[config.mk]
export PLATFORM = sky130hd
export DESIGN_NAME = pulse_burst_gen
export DESIGN_NICKNAME = d
export VERILOG_FILES = /design/src/rtl/pulse_pkg.sv /design/src/rtl/pulse_phase_timer.sv /design/src/rtl/pulse_burst_gen.sv
export SDC_FILE = /design/constraint.sdc
export NUM_CORES = 1
export LEC_CHECK = 0
export ABC_AREA = 1
export CELL_PAD_IN_SITES_DETAIL_PLACEMENT = 0
export CELL_PAD_IN_SITES_GLOBAL_PLACEMENT = 1
export CORE_ASPECT_RATIO = 0.75
export CORE_MARGIN = 4
export CORE_UTILIZATION = 40
export CTS_CLUSTER_DIAMETER = 150
export DETAILED_ROUTE_END_ITERATION = 8
export GPL_ROUTABILITY_DRIVEN = 0
export PLACE_DENSITY = 0.89
export SLEW_MARGIN = 15
export SYNTH_ARGS = -nofsm -noshare
export SYNTH_HDL_FRONTEND = slang
export SYNTH_SLANG_ARGS = --single-unit
[constraint.sdc]
create_clock -name clk -period 1.9 [get_ports clk]
set_input_delay 0.38 -clock clk [delete_from_list [all_inputs] [get_ports clk]]
set_output_delay 0.38 -clock clk [all_outputs]
set_load 0.05 [all_outputs]
[src/rtl/pulse_pkg.sv]
// Shared definitions for the pulse-count link (burst transmitter and receiver).
//   state_t   : burst generator FSM state encoding
//   DEF_CNT_W : default pulse count width, common to both ends of the link
//   max2      : elaboration-time helper for sizing the phase counter
package pulse_pkg;

    localparam int DEF_CNT_W = 4;

    typedef enum logic [1:0] {
        ST_IDLE = 2'd0,
        ST_HIGH = 2'd1,
        ST_LOW  = 2'd2,
        ST_FIN  = 2'd3
    } state_t;

    function automatic int max2(input int a, input int b);
        return (a > b) ? a : b;
    endfunction

endpackage

[src/rtl/pulse_phase_timer.sv]
// Loadable down-counter timing one HIGH or LOW phase of a pulse.
// Ports:
//   clk        : system clock
//   rst_n      : asynchronous active-low reset (count cleared)
//   i_load     : load i_load_val (takes priority over decrement)
//   i_load_val : value to load, phase length minus one
//   i_dec      : decrement by one, saturating at zero
//   o_zero     : count is zero (last cycle of the phase)
module pulse_phase_timer #(
    parameter int W = 2
) (
    input  logic         clk,
    input  logic         rst_n,
    input  logic         i_load,
    input  logic [W-1:0] i_load_val,
    input  logic         i_dec,
    output logic         o_zero
);

    logic [W-1:0] r_cnt;

    always_ff @(posedge clk or negedge rst_n) begin
        if (!rst_n) begin
            r_cnt <= '0;
        end else if (i_load) begin
            r_cnt <= i_load_val;
        end else if (i_dec && (r_cnt != '0)) begin
            r_cnt <= r_cnt - 1'b1;
        end
    end

    assign o_zero = (r_cnt == '0);

endmodule

[src/rtl/pulse_burst_gen.sv]
// Pulse burst generator: emits `num` rectangular pulses of HIGH_W high and
// LOW_W low clk cycles on a start command, with busy/done status and a
// synchronous abort. Every output comes straight from a flop.
//
// Optional feature macro: PULSE_BURST_TOGGLE_OUT_EN
//   When defined, adds output `toggle`, which inverts on every pulse rise.
//
// Ports:
//   clk    : system clock
//   rst_n  : asynchronous active-low reset
//   start  : burst request, sampled only in IDLE
//   num    : pulse count, sampled together with start
//   abort  : synchronous abort of the current burst
//   pulse  : registered pulse output
//   busy   : high while a burst is in progress (including the FIN cycle)
//   done   : one-cycle strobe on normal completion
//   sent   : pulses fully emitted in the current or last burst
//   toggle : (macro only) inverts on each pulse rise
//
// state   | meaning
// --------+---------------------------------------------------------
// IDLE    | waiting for start; outputs low, sent holds last count
// HIGH    | pulse high, phase timer counting HIGH_W cycles
// LOW     | pulse low, phase timer counting LOW_W cycles
// FIN     | single cycle with done=1, busy=1; returns to IDLE
module pulse_burst_gen
    import pulse_pkg::*;
#(
    parameter int CNT_W  = DEF_CNT_W,
    parameter int HIGH_W = 2,
    parameter int LOW_W  = 2
) (
    input  logic             clk,
    input  logic             rst_n,
    input  logic             start,
    input  logic [CNT_W-1:0] num,
    input  logic             abort,
    output logic             pulse,
    output logic             busy,
    output logic             done,
`ifdef PULSE_BURST_TOGGLE_OUT_EN
    output logic             toggle,
`endif
    output logic [CNT_W-1:0] sent
);

    localparam int PH_W = $clog2(max2(HIGH_W, LOW_W) + 1);
    localparam logic [PH_W-1:0] HIGH_LD = PH_W'(HIGH_W - 1);
    localparam logic [PH_W-1:0] LOW_LD  = PH_W'(LOW_W - 1);

    state_t           r_state;
    logic [CNT_W-1:0] r_num;
    logic [CNT_W-1:0] r_sent;
    logic             r_pulse;
    logic             r_busy;
    logic             r_done;

    state_t           w_state_nxt;
    logic [CNT_W-1:0] w_num_nxt;
    logic [CNT_W-1:0] w_sent_nxt;
    logic             w_pulse_nxt;
    logic             w_busy_nxt;
    logic             w_done_nxt;
    logic             w_tmr_load;
    logic [PH_W-1:0]  w_tmr_ld_val;
    logic             w_tmr_dec;
    logic             w_tmr_zero;
`ifdef PULSE_BURST_TOGGLE_OUT_EN
    logic             w_rise;
    logic             r_toggle;
`endif

    pulse_phase_timer #(
        .W (PH_W)
    ) u_phase_timer (
        .clk        (clk),
        .rst_n      (rst_n),
        .i_load     (w_tmr_load),
        .i_load_val (w_tmr_ld_val),
        .i_dec      (w_tmr_dec),
        .o_zero     (w_tmr_zero)
    );

    always_ff @(posedge clk or negedge rst_n) begin
        if (!rst_n) begin
            r_state <= ST_IDLE;
            r_num   <= '0;
            r_sent  <= '0;
            r_pulse <= 1'b0;
            r_busy  <= 1'b0;
            r_done  <= 1'b0;
        end else begin
            r_state <= w_state_nxt;
            r_num   <= w_num_nxt;
            r_sent  <= w_sent_nxt;
            r_pulse <= w_pulse_nxt;
            r_busy  <= w_busy_nxt;
            r_done  <= w_done_nxt;
        end
    end

    always_comb begin
        w_state_nxt  = r_state;
        w_num_nxt    = r_num;
        w_sent_nxt   = r_sent;
        w_pulse_nxt  = 1'b0;
        w_busy_nxt   = 1'b0;
        w_done_nxt   = 1'b0;
        w_tmr_load   = 1'b0;
        w_tmr_ld_val = HIGH_LD;
        w_tmr_dec    = 1'b0;
`ifdef PULSE_BURST_TOGGLE_OUT_EN
        w_rise       = 1'b0;
`endif

        unique case (r_state)
            ST_IDLE: begin
                // abort wins over a simultaneous start
                if (start && !abort) begin
                    w_sent_nxt = '0;
                    w_busy_nxt = 1'b1;
                    if (num != '0) begin
                        w_num_nxt    = num;
                        w_tmr_load   = 1'b1;
                        w_tmr_ld_val = HIGH_LD;
                        w_pulse_nxt  = 1'b1;
                        w_state_nxt  = ST_HIGH;
`ifdef PULSE_BURST_TOGGLE_OUT_EN
                        w_rise       = 1'b1;
`endif
                    end else begin
                        w_num_nxt   = '0;
                        w_done_nxt  = 1'b1;
                        w_state_nxt = ST_FIN;
                    end
                end
            end

            ST_HIGH: begin
                if (abort) begin
                    // truncated high phase is not counted in sent
                    w_state_nxt = ST_IDLE;
                end else if (w_tmr_zero) begin
                    w_sent_nxt   = r_sent + 1'b1;
                    w_tmr_load   = 1'b1;
                    w_tmr_ld_val = LOW_LD;
                    w_busy_nxt   = 1'b1;
                    w_state_nxt  = ST_LOW;
                end else begin
                    w_tmr_dec   = 1'b1;
                    w_pulse_nxt = 1'b1;
                    w_busy_nxt  = 1'b1;
                end
            end

            ST_LOW: begin
                if (abort) begin
                    w_state_nxt = ST_IDLE;
                end else if (w_tmr_zero) begin
                    w_busy_nxt = 1'b1;
                    if (r_sent == r_num) begin
                        w_done_nxt  = 1'b1;
                        w_state_nxt = ST_FIN;
                    end else begin
                        w_tmr_load   = 1'b1;
                        w_tmr_ld_val = HIGH_LD;
                        w_pulse_nxt  = 1'b1;
                        w_state_nxt  = ST_HIGH;
`ifdef PULSE_BURST_TOGGLE_OUT_EN
                        w_rise       = 1'b1;
`endif
                    end
                end else begin
                    w_tmr_dec  = 1'b1;
                    w_busy_nxt = 1'b1;
                end
            end

            ST_FIN: begin
                // busy and done drop together on the way back to IDLE
                w_state_nxt = ST_IDLE;
            end

            default: begin
                w_state_nxt = ST_IDLE;
            end
        endcase
    end

`ifdef PULSE_BURST_TOGGLE_OUT_EN
    always_ff @(posedge clk or negedge rst_n) begin
        if (!rst_n) begin
            r_toggle <= 1'b0;
        end else if (w_rise) begin
            r_toggle <= ~r_toggle;
        end
    end

    assign toggle = r_toggle;
`endif

    assign pulse = r_pulse;
    assign busy  = r_busy;
    assign done  = r_done;
    assign sent  = r_sent;

endmodule

==> results.md <==
Timing:
- The worst-case clock skew is 0.00628 ns.
- The minimum clock period is 1.79 ns.
- The actual transition at the worst max-transition pin is 0.492 ns.
- Measured against its own limit, the worst slew margin works out to 67.1%.
- Setup violations remaining at the end of the flow were counted as 0.
- The ratio of final minimum period to clock period is 94.0%.
- The number of pins exceeding their max-slew limit in the final report came to 0.
- The number of hold violations in the final report was 0.
- In the final timing run, aggregate negative setup slack is 0 ns.
- After layout, the worst setup slack is 0.115 ns.
- For this run, the top clock speed supported by timing is 560 MHz.
- Setup repair after global routing left no endpoint under its margin.

CTS:
- Clock latency on the worst-skew pair, taken at its later pin, is 0.29 ns.
- In this run the deepest clock path goes through 2 buffers.
- In this run, post-CTS repair resized a total of 0 instances.
- The H-tree level count is 1.
- The number of buffers added for setup after CTS is 0.
- After clock tree synthesis, the flow added hold-fix buffers numbering 0.
- Clock tree synthesis selected as its root buffer the cell sky130_fd_sc_hd__clkbuf_4.
- The clock sink count is 15.
- The number of buffers created by CTS is 3.
- After clock tree synthesis, the clock-pin slew on the worst setup and hold paths is 0.10 ns.
- The TritonCTS clock tree is built.

Final layout:
- 0 antenna diodes ended up in the layout.
- Counting the fill cells in the layout gives 202.
- The multi-input combinational cells in the finished layout cover a total of 445 sq um.
- The final-stage net count is 151.
- Of the cells placed in the final design, the portion with a size suffix greater than 1 is 16.9%.
- Across the whole layout, storage elements account for 375 sq um.
- The layout overhead on the synthesized area is 21.7%.

Yosys:
- The synthesized netlist occupies a cell area of 906 sq um.
- The async set-or-reset flop fraction in the synthesized netlist is 100%.
- During synthesis, Yosys emitted a total of 0 warnings.
- By area the synthesized netlist is led by sky130_fd_sc_hd__dfrtp_1 (41%), sky130_fd_sc_hd__nand2_1 (14%), sky130_fd_sc_hd__ha_1 (8.3%).
- After synthesis the netlist holds a flip-flop and latch count of 15.
- In the synthesized netlist, mux cells make up 0% of the area.
- Counting instances in the post-synthesis netlist gives the leading cell types as sky130_fd_sc_hd__nand2_1 (34), sky130_fd_sc_hd__dfrtp_1 (15), sky130_fd_sc_hd__inv_1 (14).
- The main combinational cell family by area after synthesis is simple AND/OR/NAND/NOR gates.
- The synthesized netlist devotes 1.93% of its cell area to XOR and XNOR gates.
- The most common cell in the synthesized netlist is sky130_fd_sc_hd__nand2_1.
- A synthesized cell averages 7.74 sq um.
- The number of enable-type register cells in the synthesized netlist is 0.
- The sequential-to-total area share from yosys stat is 41.4%.
- The synthesized netlist contains 22 unique library cells.
- The synthesized netlist devotes 8.29% of its cell area to adder and majority cells.
- For this run, the leading register cell type out of synthesis is sky130_fd_sc_hd__dfrtp_1.
- The synthesized netlist devotes 25.7% of its cell area to simple gates.
- The area share of the largest cell type after synthesis is 41.4%.
- Synthesis handed over a netlist of 117 instances.
- The synthesized netlist net count is 131.
- The share of the synthesized area in compound gates (AO/OA/AOI/OAI) is 13.3%.
- The cell taking the most area after synthesis is sky130_fd_sc_hd__dfrtp_1.

Critical path:
- The endpoint identified for the worst register-to-register timing path is sent[2].
- Across all register-to-register paths, the minimum setup slack is 0.37 ns.
- In this run the critical register-to-register path is launched from r_state[1].
- The logic depth of the worst register-to-register path is 10.
- In this run the number of cells on the critical path is 1.
- The largest stage delay on the critical path is 0.79 ns.
- In this run the worst path has a maximum fanout of 1.
- The element type at the critical path start is a register.
- The critical path ends at busy.
- The critical path class is register to output port.
- The kind of cell with the highest combined delay along the critical path is buffers and inverters.
- The start point of the critical path is busy.
- The required time at the endpoint of the critical path is 1.52 ns.
- Traced cell by cell, the critical path runs through clkdlybuf4s50_1.
- The critical path capture point type is an output port.
- The buffer and inverter count on the worst path is 1.
- The highest-delay cell along the critical path is sky130_fd_sc_hd__clkdlybuf4s50_1.
- Data on the critical path arrives at its endpoint at 1.41 ns.

Die:
- The count of boundary I/O pins is 15.
- The die area is 3100 sq um.
- The number of cell rows is 14.
- The core region area is 2080 sq um.
- Measured along the x axis, the die boundary spans 63.0 um.
- For this configuration, the core starts out at a cell density of 43.5%.
- The floorplan step set the die height to 49.2 um.

Routing:
- The number of antenna-violating nets in the routed design is 0.
- Summed over all layers, the routed wires come to 1890 um.
- Before antenna repair, the detailed router went through 4 iterations.
- The total DRC errors in the routed layout is 0.
- The average wire per standard cell is 11.8 um.
- The first-iteration detailed-routing DRC count is 25.
- The total via count in the routed design is 761.
- The via density per instance is 4.76.

Global route:
- In the global route stage, overall resource usage came out at 13.7%.
- The number of global-route vias before repair came to 690.
- The first-pass GRT wire length is 3240 um.
- The initial antenna violation count is 0.
- Entering global routing, the biggest net connects 16 pins.
- The total overflow left after global routing is 0.

Flow run:
- Max-cap violations in this run came to 0.

Hold path:
- The min-delay analysis places its worst path in the category primary input to async pin.

Placement:
- The HPWL after detailed placement is 1510 um.
- OpenSTA, run right after detailed placement, puts the worst setup slack at 0.268 ns.
- The number of input and output port buffers inserted is 14.

Power:
- For this design the static power due to leakage is 0.552 nW.
- In this run the power density over the cells is 1600 nW/um^2.
- The highest ir drop seen on vdd is 0.746 mV.

Run status:
- The flow ran to the end, and the final reports show no timing, DRC or antenna violations.
flip-flops by register name (all words and copies together), names as in the netlist:
signal / count
sent: 4
r_num: 4
u_phase_timer.r_cnt: 2
r_state: 2
busy: 1
done: 1
pulse: 1
worst min-delay path by stage:
| stage | from | end | cells after the start |
|---|---|---|---|
| global placement | u_phase_timer.r_cnt[0] | u_phase_timer.r_cnt[0] | 2 |
| CTS | rst_n | sent[1] | 2 |
| detailed placement | u_phase_timer.r_cnt[0] | u_phase_timer.r_cnt[0] | 2 |
| finish | rst_n | sent[1] | 2 |
| floorplan | rst_n | busy | 0 |
| global route | rst_n | sent[1] | 2 |
cells by family after synthesis:
| group | after synthesis |
|---|---|
| AO/OA/AOI/OAI | 20 |
| flip-flops | 15 |
| AND/OR/NAND/NOR | 53 |
| buffers and inverters | 21 |
| adder cells (fa/ha/maj) | 6 |
| XOR/XNOR | 2 |
placed cells by master (no fill, tap or decap), types with 2 or more instances in the layout:
cell,Yosys,routed
sky130_fd_sc_hd__ha_1,6,6
sky130_fd_sc_hd__o21ai_0,2,2
sky130_fd_sc_hd__clkdlybuf4s50_1,0,10
sky130_fd_sc_hd__a21boi_1,2,2
sky130_fd_sc_hd__inv_2,5,5
sky130_fd_sc_hd__buf_4,0,6
sky130_fd_sc_hd__nor2_1,6,6
sky130_fd_sc_hd__clkbuf_4,0,3
sky130_fd_sc_hd__xor2_1,2,2
sky130_fd_sc_hd__nand3_1,7,7
sky130_fd_sc_hd__inv_1,14,14
sky130_fd_sc_hd__nand2_1,34,34
sky130_fd_sc_hd__o21ai_1,9,9
sky130_fd_sc_hd__nor2_2,2,2
sky130_fd_sc_hd__a21oi_1,4,4
sky130_fd_sc_hd__dfrtp_1,15,15
metrics by stage:
stage               instances  hold slack, ns  area [sq um]  util, %  power, mW
finish                    160           0.391          1100     52.9       1.77
global route              160           0.384          1100     52.9       1.92
CTS                       160           0.401          1100     52.9       1.77
detailed placement        156           0.515          1080     51.6       1.58
global placement          156           0.497          1080     51.6       1.56
floorplan                 117          0.0844           906        -       1.32
area by class of cell:
class,instances,share of cell area [%]
clock buffer,4,2.38
multi-input combinational,81,40.4
sequential,15,34.1
timing repair buffer,16,13.2
inverter,20,7.26
tap,24,2.72
routing by layer:
metal / GRT usage [%] / part of all wire [%] / vias up
li1: - / - / 405
met1: 20.9 / 55 / 334
met2: 17.7 / 38 / 20
met3: 5.07 / 6.1 / 2
met4: 3.30 / 0.69 / 0
met5: 0 / 0 / -
power breakdown:
group	internal (mW)	switching [mW]	total (mW)
logic	0.354	0.667	1.02
clock network	0.0817	0.111	0.192
registers	0.448	0.104	0.552
total	0.883	0.882	1.77
Note: power is estimated with default switching activity, not from simulation.
